<file path="src/rtl/hazard_ctrl_pkg.sv">
// Shared types and constants for the pipeline hazard controller and its FPU scoreboard.
package hazard_ctrl_pkg;

    localparam int REG_W = 6;
    localparam logic [REG_W-1:0] REG_ZERO = '0;

    typedef enum logic [1:0] {
        FWD_REG = 2'b00,
        FWD_E   = 2'b01,
        FWD_M   = 2'b10
    } fwd_sel_e;

    typedef enum logic [1:0] {
        RUN   = 2'b00,
        STALL = 2'b01,
        FLUSH = 2'b10
    } hz_state_e;

endpackage

</file>
<file path="src/rtl/fpu_scoreboard.sv">
// Per-register countdown of outstanding multi-cycle FPU results, with two busy lookups for decode.
module fpu_scoreboard
    import hazard_ctrl_pkg::*;
#(
    parameter int NREG = 64,
    parameter int LATW = 3
) (
    input  logic             clk,
    input  logic             rstn,
    input  logic             fpu_issue,
    input  logic [REG_W-1:0] fpu_rd,
    input  logic [LATW-1:0]  fpu_lat,
    input  logic [REG_W-1:0] rd_addr0,
    input  logic [REG_W-1:0] rd_addr1,
    output logic             busy0,
    output logic             busy1
);

    logic [LATW-1:0] cnt_q [NREG];
    logic [LATW-1:0] cnt_d [NREG];

    // A fresh issue overwrites whatever is still counting for that register.
    always_comb begin
        for (int i = 0; i < NREG; i++) begin
            cnt_d[i] = cnt_q[i];
            if (fpu_issue && fpu_rd == REG_W'(i)) begin
                cnt_d[i] = fpu_lat;
            end else if (cnt_q[i] != '0) begin
                cnt_d[i] = cnt_q[i] - LATW'(1);
            end
        end
    end

    always_ff @(posedge clk) begin
        if (rstn) begin
            for (int i = 0; i < NREG; i++) begin
                cnt_q[i] <= '0;
            end
        end else begin
            cnt_q <= cnt_d;
        end
    end

    assign busy0 = (cnt_q[rd_addr0] != '0);
    assign busy1 = (cnt_q[rd_addr1] != '0);

endmodule

</file>
<file path="src/rtl/hazard_ctrl.sv">
// Decode-stage hazard unit: operand forwarding, load-use and FPU-latency stalls, mispredict flushes.
module hazard_ctrl
    import hazard_ctrl_pkg::*;
#(
    parameter int NREG = 64,
    parameter int LATW = 3
) (
    input  logic             clk,
    input  logic             rstn,
    input  logic             d_valid,
    input  logic [REG_W-1:0] d_rs0,
    input  logic [REG_W-1:0] d_rs1,
    input  logic             d_use0,
    input  logic             d_use1,
    input  logic             e_valid,
    input  logic             e_regwrite,
    input  logic             e_memread,
    input  logic [REG_W-1:0] e_rd,
    input  logic             m_valid,
    input  logic             m_regwrite,
    input  logic [REG_W-1:0] m_rd,
    input  logic             fpu_issue,
    input  logic [REG_W-1:0] fpu_rd,
    input  logic [LATW-1:0]  fpu_lat,
    input  logic             mispredict,
    output logic [1:0]       forward0,
    output logic [1:0]       forward1,
    output logic             stall_fd,
    output logic             flush_de,
    output logic             flush_fd,
    output logic [31:0]      stall_cycles
);

    logic      rel0, rel1, busy0, busy1, load_use0, load_use1, stall_cond;
    logic      e_fwd_ok, m_fwd_ok;
    fwd_sel_e  fwd0, fwd1;
    hz_state_e state_q, state_d;
    logic [31:0] stall_cycles_q, stall_cycles_d;

    fpu_scoreboard #(
        .NREG (NREG),
        .LATW (LATW)
    ) u_scoreboard (
        .clk       (clk),
        .rstn      (rstn),
        .fpu_issue (fpu_issue),
        .fpu_rd    (fpu_rd),
        .fpu_lat   (fpu_lat),
        .rd_addr0  (d_rs0),
        .rd_addr1  (d_rs1),
        .busy0     (busy0),
        .busy1     (busy1)
    );

    // Only the integer r0 is hardwired; float register 32 is an ordinary register.
    assign rel0 = d_valid && d_use0 && (d_rs0 != REG_ZERO);
    assign rel1 = d_valid && d_use1 && (d_rs1 != REG_ZERO);

    assign e_fwd_ok  = e_valid && e_regwrite && !e_memread;
    assign m_fwd_ok  = m_valid && m_regwrite;
    assign load_use0 = e_valid && e_memread && (e_rd == d_rs0);
    assign load_use1 = e_valid && e_memread && (e_rd == d_rs1);

    assign stall_cond = (rel0 && (load_use0 || busy0)) || (rel1 && (load_use1 || busy1));

    always_comb begin
        fwd0 = FWD_REG;
        fwd1 = FWD_REG;
        if (rel0 && e_fwd_ok && e_rd == d_rs0) begin
            fwd0 = FWD_E;
        end else if (rel0 && m_fwd_ok && m_rd == d_rs0) begin
            fwd0 = FWD_M;
        end
        if (rel1 && e_fwd_ok && e_rd == d_rs1) begin
            fwd1 = FWD_E;
        end else if (rel1 && m_fwd_ok && m_rd == d_rs1) begin
            fwd1 = FWD_M;
        end
    end

    // A mispredict wins over any stall; the cycle after it still bubbles execute.
    always_comb begin
        state_d        = state_q;
        stall_fd       = 1'b0;
        flush_de       = 1'b0;
        flush_fd       = 1'b0;
        forward0       = FWD_REG;
        forward1       = FWD_REG;
        stall_cycles_d = stall_cycles_q;
        if (rstn) begin
            state_d = RUN;
        end else begin
            forward0 = fwd0;
            forward1 = fwd1;
            if (mispredict) begin
                flush_fd = 1'b1;
                flush_de = 1'b1;
                state_d  = FLUSH;
            end else if (state_q == FLUSH) begin
                flush_de = 1'b1;
                state_d  = RUN;
            end else begin
                stall_fd = stall_cond;
                flush_de = stall_cond;
                state_d  = stall_cond ? STALL : RUN;
            end
            stall_cycles_d = stall_cycles_q + 32'(stall_fd);
        end
    end

    always_ff @(posedge clk) begin
        if (rstn) begin
            state_q        <= RUN;
            stall_cycles_q <= '0;
        end else begin
            state_q        <= state_d;
            stall_cycles_q <= stall_cycles_d;
        end
    end

    assign stall_cycles = stall_cycles_q;

endmodule

</file>
<file path="config.mk">
export PLATFORM = sky130hd
export DESIGN_NAME = hazard_ctrl
export DESIGN_NICKNAME = d
export VERILOG_FILES = /design/src/rtl/hazard_ctrl_pkg.sv /design/src/rtl/fpu_scoreboard.sv /design/src/rtl/hazard_ctrl.sv
export SDC_FILE = /design/constraint.sdc
export NUM_CORES = 1
export LEC_CHECK = 0
export ABC_AREA = 1
export BUFFER_PORTS_ARGS = -buffer_cell sky130_fd_sc_hd__buf_2
export CAP_MARGIN = 20
export CORE_UTILIZATION = 30
export CTS_CLUSTER_DIAMETER = 200
export DETAILED_ROUTE_END_ITERATION = 6
export PLACE_DENSITY = 0.56
export SLEW_MARGIN = 20
export SYNTH_ARGS = -nofsm -noshare
export SYNTH_HDL_FRONTEND = slang
export SYNTH_SLANG_ARGS = --single-unit
</file>
<file path="constraint.sdc">
create_clock -name clk -period 4.55 [get_ports clk]
set_clock_uncertainty 0.15 [all_clocks]
set_input_delay 0.6825 -clock clk [delete_from_list [all_inputs] [get_ports clk]]
set_output_delay 0.6825 -clock clk [all_outputs]
set_load 0.1 [all_outputs]
</file>
==> out/metrics.csv, run 1 <==
stage;metric;value;unit
detailed_routing;number of DRC markers in iteration 0;1183;
yosys;Cells after Synth;2586;
clock_network;clk buf depth;3;
timing;RSZ-0062 raised after global routing;false;
floorplanning;row cnt;85;
timing;Fin Hold WS;0.202;ns
yosys;number of distinct library cells after synthesis;41;
yosys;YS warnings;0;
critical_path;crit path kind;in -> reg;
clock_network;hold buffer count at cts;0;
placed_design;placed standard-cell area;0.0180;mm2
placed_design;hpwl dp;39.2;mm
clock_network;post_cts resized;0;
cells_and_area;layout overhead on the synthesized area;14.1;%
critical_path;WP data arrival;3.95;ns
timing;Final setup viols;0;
floorplanning;Die ar.;0.0564;mm2
grt;All-Layer GR Usage;19.8;%
yosys;most frequent cells after synthesis;nand2_1 (575), inv_1 (380), nor2_1 (278), dfxtp_1 (226), o21ai_0 (186);
clock_network;CTS tree;yes;
critical_path;crit path launch type;primary input;
critical_path;slowest stage delay, CP;0.34;ns
critical_path;Critical Path Sink Type;flop;
yosys;number of synthesized flops with an enable pin;0;
detailed_routing;First-pass DRT Iterations;5;
cells_and_area;layout cell share with drive strength beyond 1;8.85;%
grt;initial antenna violation count;2;
yosys;syn_nets;2761;
floorplanning;core area;0.0543;mm2
power;Final Power;11.1;mW
clock_network;Num CTS Buffers;30;
floorplanning;initial core utilization;30.6;%
timing;final setup TNS;0;ns
timing;Achievable Freq;274;MHz
floorplanning;IO Count;84;
yosys;top cells by area, synth;dfxtp_1 (27%), nand2_1 (13%), ha_1 (9.8%);
critical_path;Critical Path RT;4.85;ns
yosys;Synth area leader;dfxtp_1;
detailed_routing;per-cell routed wire length;16.4;um
detailed_routing;detailed-route via count;16646;
detailed_routing;Routed Antenna Nets;0;
yosys;most common cell in the synthesized netlist;nand2_1;
cells_and_area;ANT cells;0;
grt;first-pass GRT wire length;87.9;mm
detailed_routing;via/cell ratio;4.89;
clock_network;Root Buffer;clkbuf_16;
grt;largest net degree at the start of global routing;72;
grt;Congestion Overflow GR;0;
timing;worst slew pin tran;0.938;ns
run_status;status;completed;
yosys;Mapped Area;0.0166;mm2
critical_path;Critical Path Most Common Cell;nand2_1;
cells_and_area;Final Instance Count excl. Fillers;3407;
power;pwr dens;585;mW/mm2
floorplanning;Die Width;238;um
clock_network;clk_lat worst skew;0.59;ns
cells_and_area;Core Util, Final;34.9;%
detailed_routing;DRC viols;0;
placed_design;gpl congestion;0.884;
critical_path;Worst path slowest cell;buf_4;
power;Static Leak;8.42;nW
floorplanning;die span in y;238;um
hold_path;Hold Crit Class;in -> reg;
timing;fin crit period;3.65;ns
yosys;Seq/Total Area, Yosys;27.2;%
yosys;synthesis-stage register bit count;226;
placed_design;Post-Place Cells;3353;
placed_design;pre-CTS WS;0.302;ns
power;peak supply drop;0.314;mV
timing;Hold Vio Cnt, Final;0;
critical_path;R2R depth;28;
clock_network;CTS sink cnt;226;
yosys;Avg Cell Area, Syn;6.44;um2
cells_and_area;number of nets in the layout;2821;
timing;Slew Limit Headroom;37.4;%
job;MaxCap Viol Count;0;
placed_design;I/O Buffers;83;
clock_network;Post-CTS Setup Bufs;0;
detailed_routing;Post-Route WL;56.0;mm
critical_path;CP max FO;17;
yosys;Async S/R FF share, synth;0;%
timing;period utilization;80.3;%
critical_path;r2r setup slk;1.03;ns
clock_network;clock-pin slew on the worst setup and hold paths;0.06;ns
timing;final worst slack;0.896;ns
hold_path;Hold Path Depth;3;
clock_network;H-tree levels;1;
grt;vias in the first global route;15356;
timing;Slew Viols, Final;0;
cells_and_area;fin area;0.0190;mm2
yosys;top_reg_cell synth;dfxtp_1;
yosys;Yosys top cell area share;27.2;%
-- layout by cell type (no fill, tap or decap), drive strengths merged --
| master | count |
|---|---|
| nor4 | 3 |
| o21ai | 190 |
| nor3b | 8 |
| nand3b | 7 |
| and3 | 2 |
| inv | 388 |
| nand2 | 576 |
| o21a | 3 |
| nor2 | 283 |
| a21oi | 119 |
| ha | 130 |
| a21boi | 1 |
| or2 | 44 |
| clkbuf | 47 |
| dfxtp | 226 |
| a221oi | 3 |
| nor3 | 40 |
| xnor2 | 8 |
| clkinv | 4 |
| xor2 | 55 |
| a31oi | 50 |
| a2111oi | 1 |
| nand3 | 181 |
| o2111a | 2 |
| nand4 | 11 |
| o211ai | 79 |
| a211oi | 78 |
| o21ba | 1 |
| clkinvlp | 2 |
| bufinv | 2 |
| buf | 124 |
-- cell families (layout without fill, tap and decap cells) --
| kind of cell | after synthesis | count (layout) | share of synthesized area [%] |
|---|---|---|---|
| simple gates | 1155 | 1155 | 29.3 |
| compound gates | 527 | 527 | 18.8 |
| buf+inv | 485 | 567 | 11.6 |
| flops | 226 | 226 | 27.2 |
| fa+ha+maj | 130 | 130 | 9.77 |
| xor+xnor | 63 | 63 | 3.32 |
-- flip-flops by register name, indices dropped and copies added (netlist names) --
name,flops
stall_cycles,32
state_q,2
u_scoreboard.cnt_q,192
-- power breakdown --
part           switching [mW]  total [mW]  internal (mW)
registers               0.561        3.30           2.74
clock network           0.978        2.40           1.42
logic                    3.19        5.40           2.21
-- final cells by class --
class / count / area, um2
Clock buffer: 47 / 875
Clock inverter: 7 / 101
Fill cell: 5957 / 35400
Inverter: 389 / 1460
Multi-Input combinational cell: 1875 / 10200
Sequential cell: 226 / 4520
Tap cell: 739 / 925
Timing Repair Buffer: 124 / 891
-- final timing paths --
| check | to | from |
|---|---|---|
| worst max register to register | stall_cycles[28]$_SDFF_PP0_ | u_scoreboard.cnt_q[101]$_SDFFE_PP0P_ |
| worst min register to register | u_scoreboard.cnt_q[172]$_SDFFE_PP0P_ | u_scoreboard.cnt_q[172]$_SDFFE_PP0P_ |
| worst max-delay path | stall_cycles[28]$_SDFF_PP0_ | d_rs0[0] |
| worst min-delay path | state_q[1]$_SDFF_PP0_ | mispredict |
-- layer usage --
layer | vias to the layer above | global-route usage [%] | routed length, um
li1 | 8561 | - | -
met1 | 7540 | 27.6 | 26800
met2 | 444 | 31.0 | 23900
met3 | 97 | 3.18 | 3580
met4 | 4 | 5.98 | 1680
met5 | - | 0 | 24
-- worst max-delay path: cells and delay by family --
kind	cells	cell delay, ns
AND/OR/NAND/NOR	21	1.96
buffers and inverters	6	0.98
adder cells (fa/ha/maj)	2	0.33
No activity file was read; power rests on OpenSTA's default activity.
==> inputs of run 2 (changes only) <==
==> constraint.sdc (replaced) <==
create_clock -name clk -period 3.5 [get_ports clk]
set_clock_uncertainty 0.15 [all_clocks]
set_input_delay 0.525 -clock clk [delete_from_list [all_inputs] [get_ports clk]]
set_output_delay 0.525 -clock clk [all_outputs]
set_load 0.1 [all_outputs]
==> out/metrics.csv, run 2 (same netlist as run 1, synthesis figures left out) <==
stage;metric;value;unit
critical_path;r2r setup slk;0.25;ns
cells_and_area;most frequent cells in the layout;nand2_1 (569), inv_1 (374), nor2_1 (270), dfxtp_1 (213), nand3_1 (173);
clock_network;Root Buffer;clkbuf_16;
hold_path;hold path start;mispredict;
timing;Achievable Freq;308;MHz
cells_and_area;number of nets in the layout;2915;
floorplanning;initial core utilization;30.6;%
grt;vias in the first global route;15768;
power;pwr dens;729;mW/mm2
timing;Final setup viols;0;
power;Static Leak;8.94;nW
hold_path;Hold Path Sink;state_q[1]$_SDFF_PP0_;
detailed_routing;Post-Route WL;55.5;mm
timing;final worst slack;0.249;ns
critical_path;worst r2r dst;stall_cycles[28]$_SDFF_PP0_;
placed_design;gpl congestion;0.883;
detailed_routing;per-cell routed wire length;15.9;um
grt;All-Layer GR Usage;19.5;%
critical_path;R2R depth;28;
timing;period utilization;92.9;%
placed_design;pre-CTS WS;-0.612;ns
cells_and_area;Core Util, Final;36.7;%
hold_path;Hold Path Depth;3;
placed_design;hpwl dp;39.6;mm
grt;Congestion Overflow GR;0;
detailed_routing;Routed Antenna Nets;0;
clock_network;clock-pin slew on the worst setup and hold paths;0.06;ns
critical_path;Critical Path RT;2.82;ns
critical_path;WP data arrival;2.58;ns
detailed_routing;First-pass DRT Iterations;5;
floorplanning;die span in y;238;um
clock_network;CTS tree;yes;
critical_path;crit path kind;reg -> out;
cells_and_area;most common cell after layout, fill and taps aside;nand2_1;
grt;largest net degree at the start of global routing;109;
timing;Slew Limit Headroom;45.0;%
cells_and_area;Largest register FFs;192;
power;peak supply drop;0.393;mV
detailed_routing;DRC viols;0;
clock_network;clk buf depth;3;
timing;worst slew pin tran;0.824;ns
cells_and_area;layout cell share with drive strength beyond 1;13.6;%
run_status;status;completed;
clock_network;H-tree levels;1;
critical_path;crit path launch type;flop;
clock_network;CTS sink cnt;226;
floorplanning;Die ar.;0.0564;mm2
clock_network;Num CTS Buffers;29;
detailed_routing;via/cell ratio;4.89;
floorplanning;row cnt;85;
detailed_routing;detailed-route via count;17108;
placed_design;I/O Buffers;83;
floorplanning;IO Count;84;
critical_path;slowest stage delay, CP;0.32;ns
hold_path;Hold Crit Class;in -> reg;
job;MaxCap Viol Count;0;
timing;Hold Vio Cnt, Final;0;
critical_path;Worst path slowest cell;dfxtp_1;
grt;first-pass GRT wire length;87.3;mm
timing;Slew Viols, Final;0;
floorplanning;core area;0.0543;mm2
critical_path;CP max FO;3;
timing;fin crit period;3.25;ns
timing;Fin Hold WS;0.0535;ns
clock_network;hold buffer count at cts;0;
cells_and_area;layout overhead on the synthesized area;20.0;%
cells_and_area;most flop-heavy register;u_scoreboard.cnt_q;
critical_path;reg2reg start;u_scoreboard.cnt_q[130]$_SDFFE_PP0P_;
floorplanning;Die Width;238;um
clock_network;clk_lat worst skew;0.57;ns
detailed_routing;number of DRC markers in iteration 0;1313;
critical_path;sequence of cells on the critical path;nor2_1, nor2_1, nor2_1, nand2_1, nand3_1, nand2_1, nor2_1, a21oi_1, nand2_1, nand3_2, nand2_2, nand2_1, nand2_1, buf_4, nor2_1, buf_12;
grt;initial antenna violation count;1;
critical_path;Critical Path Sink Type;primary output;
[run 2: cell type report]
| type | instances | area (um2) |
|---|---|---|
| Fill cell | 5860 | 34400 |
| Multi-Input combinational cell | 1875 | 10300 |
| Sequential cell | 226 | 4540 |
| Timing Repair Buffer | 219 | 1770 |
| Inverter | 389 | 1460 |
| Tap cell | 739 | 925 |
| Clock buffer | 45 | 876 |
| Clock inverter | 6 | 65.1 |
| Antenna cell | 2 | 5.00 |
[run 2: timing repair]
action / in CTS / in global routing
setup buffers: 1 / 3
pin swaps: 0 / 12
gates resized for setup: 4 / 43
setup endpoints to repair: 1 / 18
[run 2: routing by layer]
layer	track usage [%]	up-vias	share of wire, %
met5	0	-	0
met4	4.99	0	2.4
met3	2.18	81	5.8
met2	30.8	467	43
met1	27.9	7791	49
li1	-	8769	-
[run 2: worst max-delay path, delay by kind of cell (launching register included)]
family | cells | cell delay [ns]
flip-flops | 1 | 0.32
AND/OR/NAND/NOR | 13 | 1.25
AO/OA/AOI/OAI | 1 | 0.08
buffers and inverters | 2 | 0.33
[run 2: stage by stage]
stage	area (um2)	instances	power, mW	setup TNS [ns]
2_1_floorplan	16700	2586	9.77	-0.180
5_1_grt	20000	3499	16.0	-0.0111
3_5_place_dp	18900	3444	11.5	-7.65
4_1_cts	19800	3496	14.6	0
6_report	20000	3501	14.6	0
3_3_place_gp	18900	3444	11.5	-6.80
[run 2: how the worst max path moves through the flow]
| stage | startpoint | to | slack, ns | cells after the start |
|---|---|---|---|---|
| after floorplan | d_rs0[1] | stall_cycles[28]$_SDFF_PP0_ | -0.12 | 25 |
| after global placement | d_rs1[0] | stall_cycles[28]$_SDFF_PP0_ | -0.55 | 31 |
| after detailed placement | d_rs1[0] | stall_cycles[28]$_SDFF_PP0_ | -0.61 | 29 |
| after CTS | d_rs1[0] | stall_cycles[28]$_SDFF_PP0_ | 0.0004 | 29 |
| after global routing | u_scoreboard.cnt_q[161]$_SDFFE_PP0P_ | stall_cycles[28]$_SDFF_PP0_ | -0.01 | 28 |
| final | u_scoreboard.cnt_q[127]$_SDFFE_PP0P_ | stall_fd | 0.25 | 16 |
[run 2: report_power, final]
| group | switching, mW | leakage (nW) | internal (mW) |
|---|---|---|---|
| registers | 0.701 | 1.87 | 3.58 |
| clock network | 1.22 | 0.461 | 1.78 |
| logic | 4.19 | 6.60 | 3.09 |
| total | 6.10 | 8.94 | 8.45 |
==> inputs of run 3 (changes only) <==
--- a/config.mk
+++ b/config.mk
@@ -11,7 +11,8 @@
 export CORE_UTILIZATION = 30
 export CTS_CLUSTER_DIAMETER = 200
 export DETAILED_ROUTE_END_ITERATION = 6
-export PLACE_DENSITY = 0.56
+export PLACE_DENSITY = 0.57
+export REMOVE_ABC_BUFFERS = 1
 export SLEW_MARGIN = 20
 export SYNTH_ARGS = -nofsm -noshare
 export SYNTH_HDL_FRONTEND = slang
==> constraint.sdc (replaced) <==
create_clock -name clk -period 2.6 [get_ports clk]
set_clock_uncertainty 0.15 [all_clocks]
set_input_delay 0.39 -clock clk [delete_from_list [all_inputs] [get_ports clk]]
set_output_delay 0.39 -clock clk [all_outputs]
set_load 0.05 [all_outputs]
==> out/metrics.csv, run 3 (same netlist as run 1, synthesis figures left out) <==
stage;metric;value;unit
clock_network;Num CTS Buffers;30;
floorplanning;core area;0.0543;mm2
power;switching pwr;8.70;mW
clock_network;H-tree levels;1;
grt;vias in the first global route;16476;
power;pwr dens;986;mW/mm2
critical_path;Worst path depth;28;
detailed_routing;Post-Route WL;56.7;mm
critical_path;CP bufs+invs;4;
timing;Final setup viols;31;
timing;Hold Vio Cnt, Final;0;
timing;Fin Hold WS;0.112;ns
clock_network;clk buf depth;3;
hold_path;Hold Crit Class;in -> reg;
critical_path;Worst path slowest cell;dfxtp_1;
power;Sw Share;39.9;%
critical_path;Setup crit end;stall_cycles[28]$_SDFF_PP0_;
timing;Achievable Freq;305;MHz
cells_and_area;Largest register FFs;192;
detailed_routing;per-cell routed wire length;15.2;um
timing;final worst slack;-0.674;ns
critical_path;worst r2r dst;stall_cycles[28]$_SDFF_PP0_;
cells_and_area;most flop-heavy register;u_scoreboard.cnt_q;
critical_path;slowest stage delay, CP;0.35;ns
floorplanning;IO Count;84;
critical_path;critical path's top delay family;simple AND/OR/NAND/NOR gates;
power;Static Leak;10.2;nW
clock_network;Root Buffer;clkbuf_16;
power;peak supply drop;0.600;mV
critical_path;Critical Path Most Common Cell;nand2_2;
floorplanning;initial core utilization;30.6;%
critical_path;R2R depth;28;
hold_path;Hold Path Depth;4;
grt;All-Layer GR Usage;19.9;%
detailed_routing;DRC viols;0;
placed_design;gpl congestion;0.932;
detailed_routing;Routed Antenna Nets;0;
timing;period utilization;126;%
timing;Slew Limit Headroom;37.5;%
floorplanning;Die ar.;0.0564;mm2
clock_network;clock-pin slew on the worst setup and hold paths;0.06;ns
critical_path;Critical Path Sink Type;flop;
critical_path;CP max FO;5;
floorplanning;Die Width;238;um
cells_and_area;ANT cells;0;
grt;largest net degree at the start of global routing;124;
detailed_routing;First-pass DRT Iterations;5;
clock_network;CTS tree;yes;
detailed_routing;detailed-route via count;17753;
power;clock power share;20.4;%
power;Comb power frac;53.5;%
timing;fin crit period;3.27;ns
power;Reg power frac;26.1;%
floorplanning;die span in y;238;um
timing;final setup TNS;-13.31;ns
critical_path;beginning of the critical path;u_scoreboard.cnt_q[105]$_SDFFE_PP0P_;
floorplanning;row cnt;85;
grt;Congestion Overflow GR;0;
critical_path;WP data arrival;3.56;ns
timing;RSZ-0062 raised after global routing;true;
run_status;failing checks;setup timing;
placed_design;hpwl dp;40.9;mm
critical_path;reg2reg start;u_scoreboard.cnt_q[105]$_SDFFE_PP0P_;
cells_and_area;layout cell share with drive strength beyond 1;22.6;%
clock_network;CTS sink cnt;226;
critical_path;Critical Path RT;2.89;ns
grt;initial antenna violation count;0;
placed_design;I/O Buffers;83;
placed_design;pre-CTS WS;-1.57;ns
critical_path;r2r setup slk;-0.67;ns
run_status;status;finished with violations;
critical_path;crit path launch type;flop;
cells_and_area;most frequent cells in the layout;nand2_1 (562), inv_1 (360), buf_4 (323), nor2_1 (259), dfxtp_1 (195);
timing;Slew Viols, Final;0;
job;MaxCap Viol Count;0;
power;internal power;13.1;mW
detailed_routing;via/cell ratio;4.77;
grt;first-pass GRT wire length;89.5;mm
cells_and_area;layout overhead on the synthesized area;32.9;%
clock_network;clk_lat worst skew;0.59;ns
cells_and_area;number of nets in the layout;3137;
detailed_routing;number of DRC markers in iteration 0;1143;
critical_path;crit path kind;reg -> reg;
timing;worst slew pin tran;0.928;ns
cells_and_area;most common cell after layout, fill and taps aside;nand2_1;
## run 3: cell count changes in the layout (fill, tap and decap cells not counted), moves of 6 or more
| cell | change |
|---|---|
| buf_4 | +204 |
| dfxtp_2 | +19 |
| dfxtp_1 | -18 |
| inv_1 | -14 |
| inv_2 | +14 |
| nor2_1 | -11 |
| nand3_1 | -10 |
| buf_6 | +9 |
| nand2_1 | -7 |
| nor2_2 | +7 |
| nand3_4 | +6 |
## run 3: power by group through the flow
stage	combinational (mW)	clock, mW	sequential, mW
2_1_floorplan	7.45	0	5.51
3_3_place_gp	11.4	0	5.66
3_5_place_dp	11.4	0	5.65
4_1_cts	11.6	4.53	5.65
5_1_grt	13.5	4.66	5.85
6_report	11.7	4.44	5.70
## run 3: what timing repair did
item / CTS / global route
setup buffers: 11 / 6
pin swaps: 32 / 24
gates cloned: 0 / 1
setup endpoints to repair: 36 / 36
hold buffers: 1 / 0
endpoints found under the hold margin: 1 / 0
resized for setup: 115 / 61
## run 3: cell type report
class,count,area (um2)
clock buffers,47,926
multi-input cells,1875,10600
inverters,389,1460
flip-flops and latches,226,4560
repair buffers,440,3550
clock inverters,9,123
fillers,5678,32200
well taps,739,925
## run 3: worst min-delay path by stage
stage / startpoint / endpoint
6_report: fpu_issue / u_scoreboard.cnt_q[110]$_SDFFE_PP0P_
3_3_place_gp: u_scoreboard.cnt_q[184]$_SDFFE_PP0P_ / u_scoreboard.cnt_q[184]$_SDFFE_PP0P_
4_1_cts: fpu_issue / u_scoreboard.cnt_q[110]$_SDFFE_PP0P_
3_5_place_dp: u_scoreboard.cnt_q[160]$_SDFFE_PP0P_ / u_scoreboard.cnt_q[160]$_SDFFE_PP0P_
2_1_floorplan: rstn / u_scoreboard.cnt_q[103]$_SDFFE_PP0P_
5_1_grt: fpu_issue / u_scoreboard.cnt_q[110]$_SDFFE_PP0P_
## run 3: per-layer routing
metal	global-route usage (%)	part of all wire, %	up-vias
met5	0	0	-
met4	6.88	3.3	0
met3	1.80	4.4	102
met2	32.8	45	380
met1	27.0	47	8058
li1	-	-	9213
## run 3: per-stage QoR
| stage | power, mW | cells | area (um2) | utilization [%] |
|---|---|---|---|---|
| 6_report | 21.8 | 3725 | 22100 | 40.7 |
| 5_1_grt | 24.0 | 3725 | 22100 | 40.7 |
| 4_1_cts | 21.8 | 3718 | 21900 | 40.2 |
| 3_5_place_dp | 17.1 | 3651 | 20400 | 37.6 |
| 3_3_place_gp | 17.0 | 3651 | 20400 | 37.6 |
| 2_1_floorplan | 13.0 | 2490 | 16200 | - |
## run 3: tightest hold or removal path, delay by kind of cell
kind                   cells  cell delay, ns
buffers and inverters      1            0.14
AND/OR/NAND/NOR            2            0.20
AO/OA/AOI/OAI              1            0.07
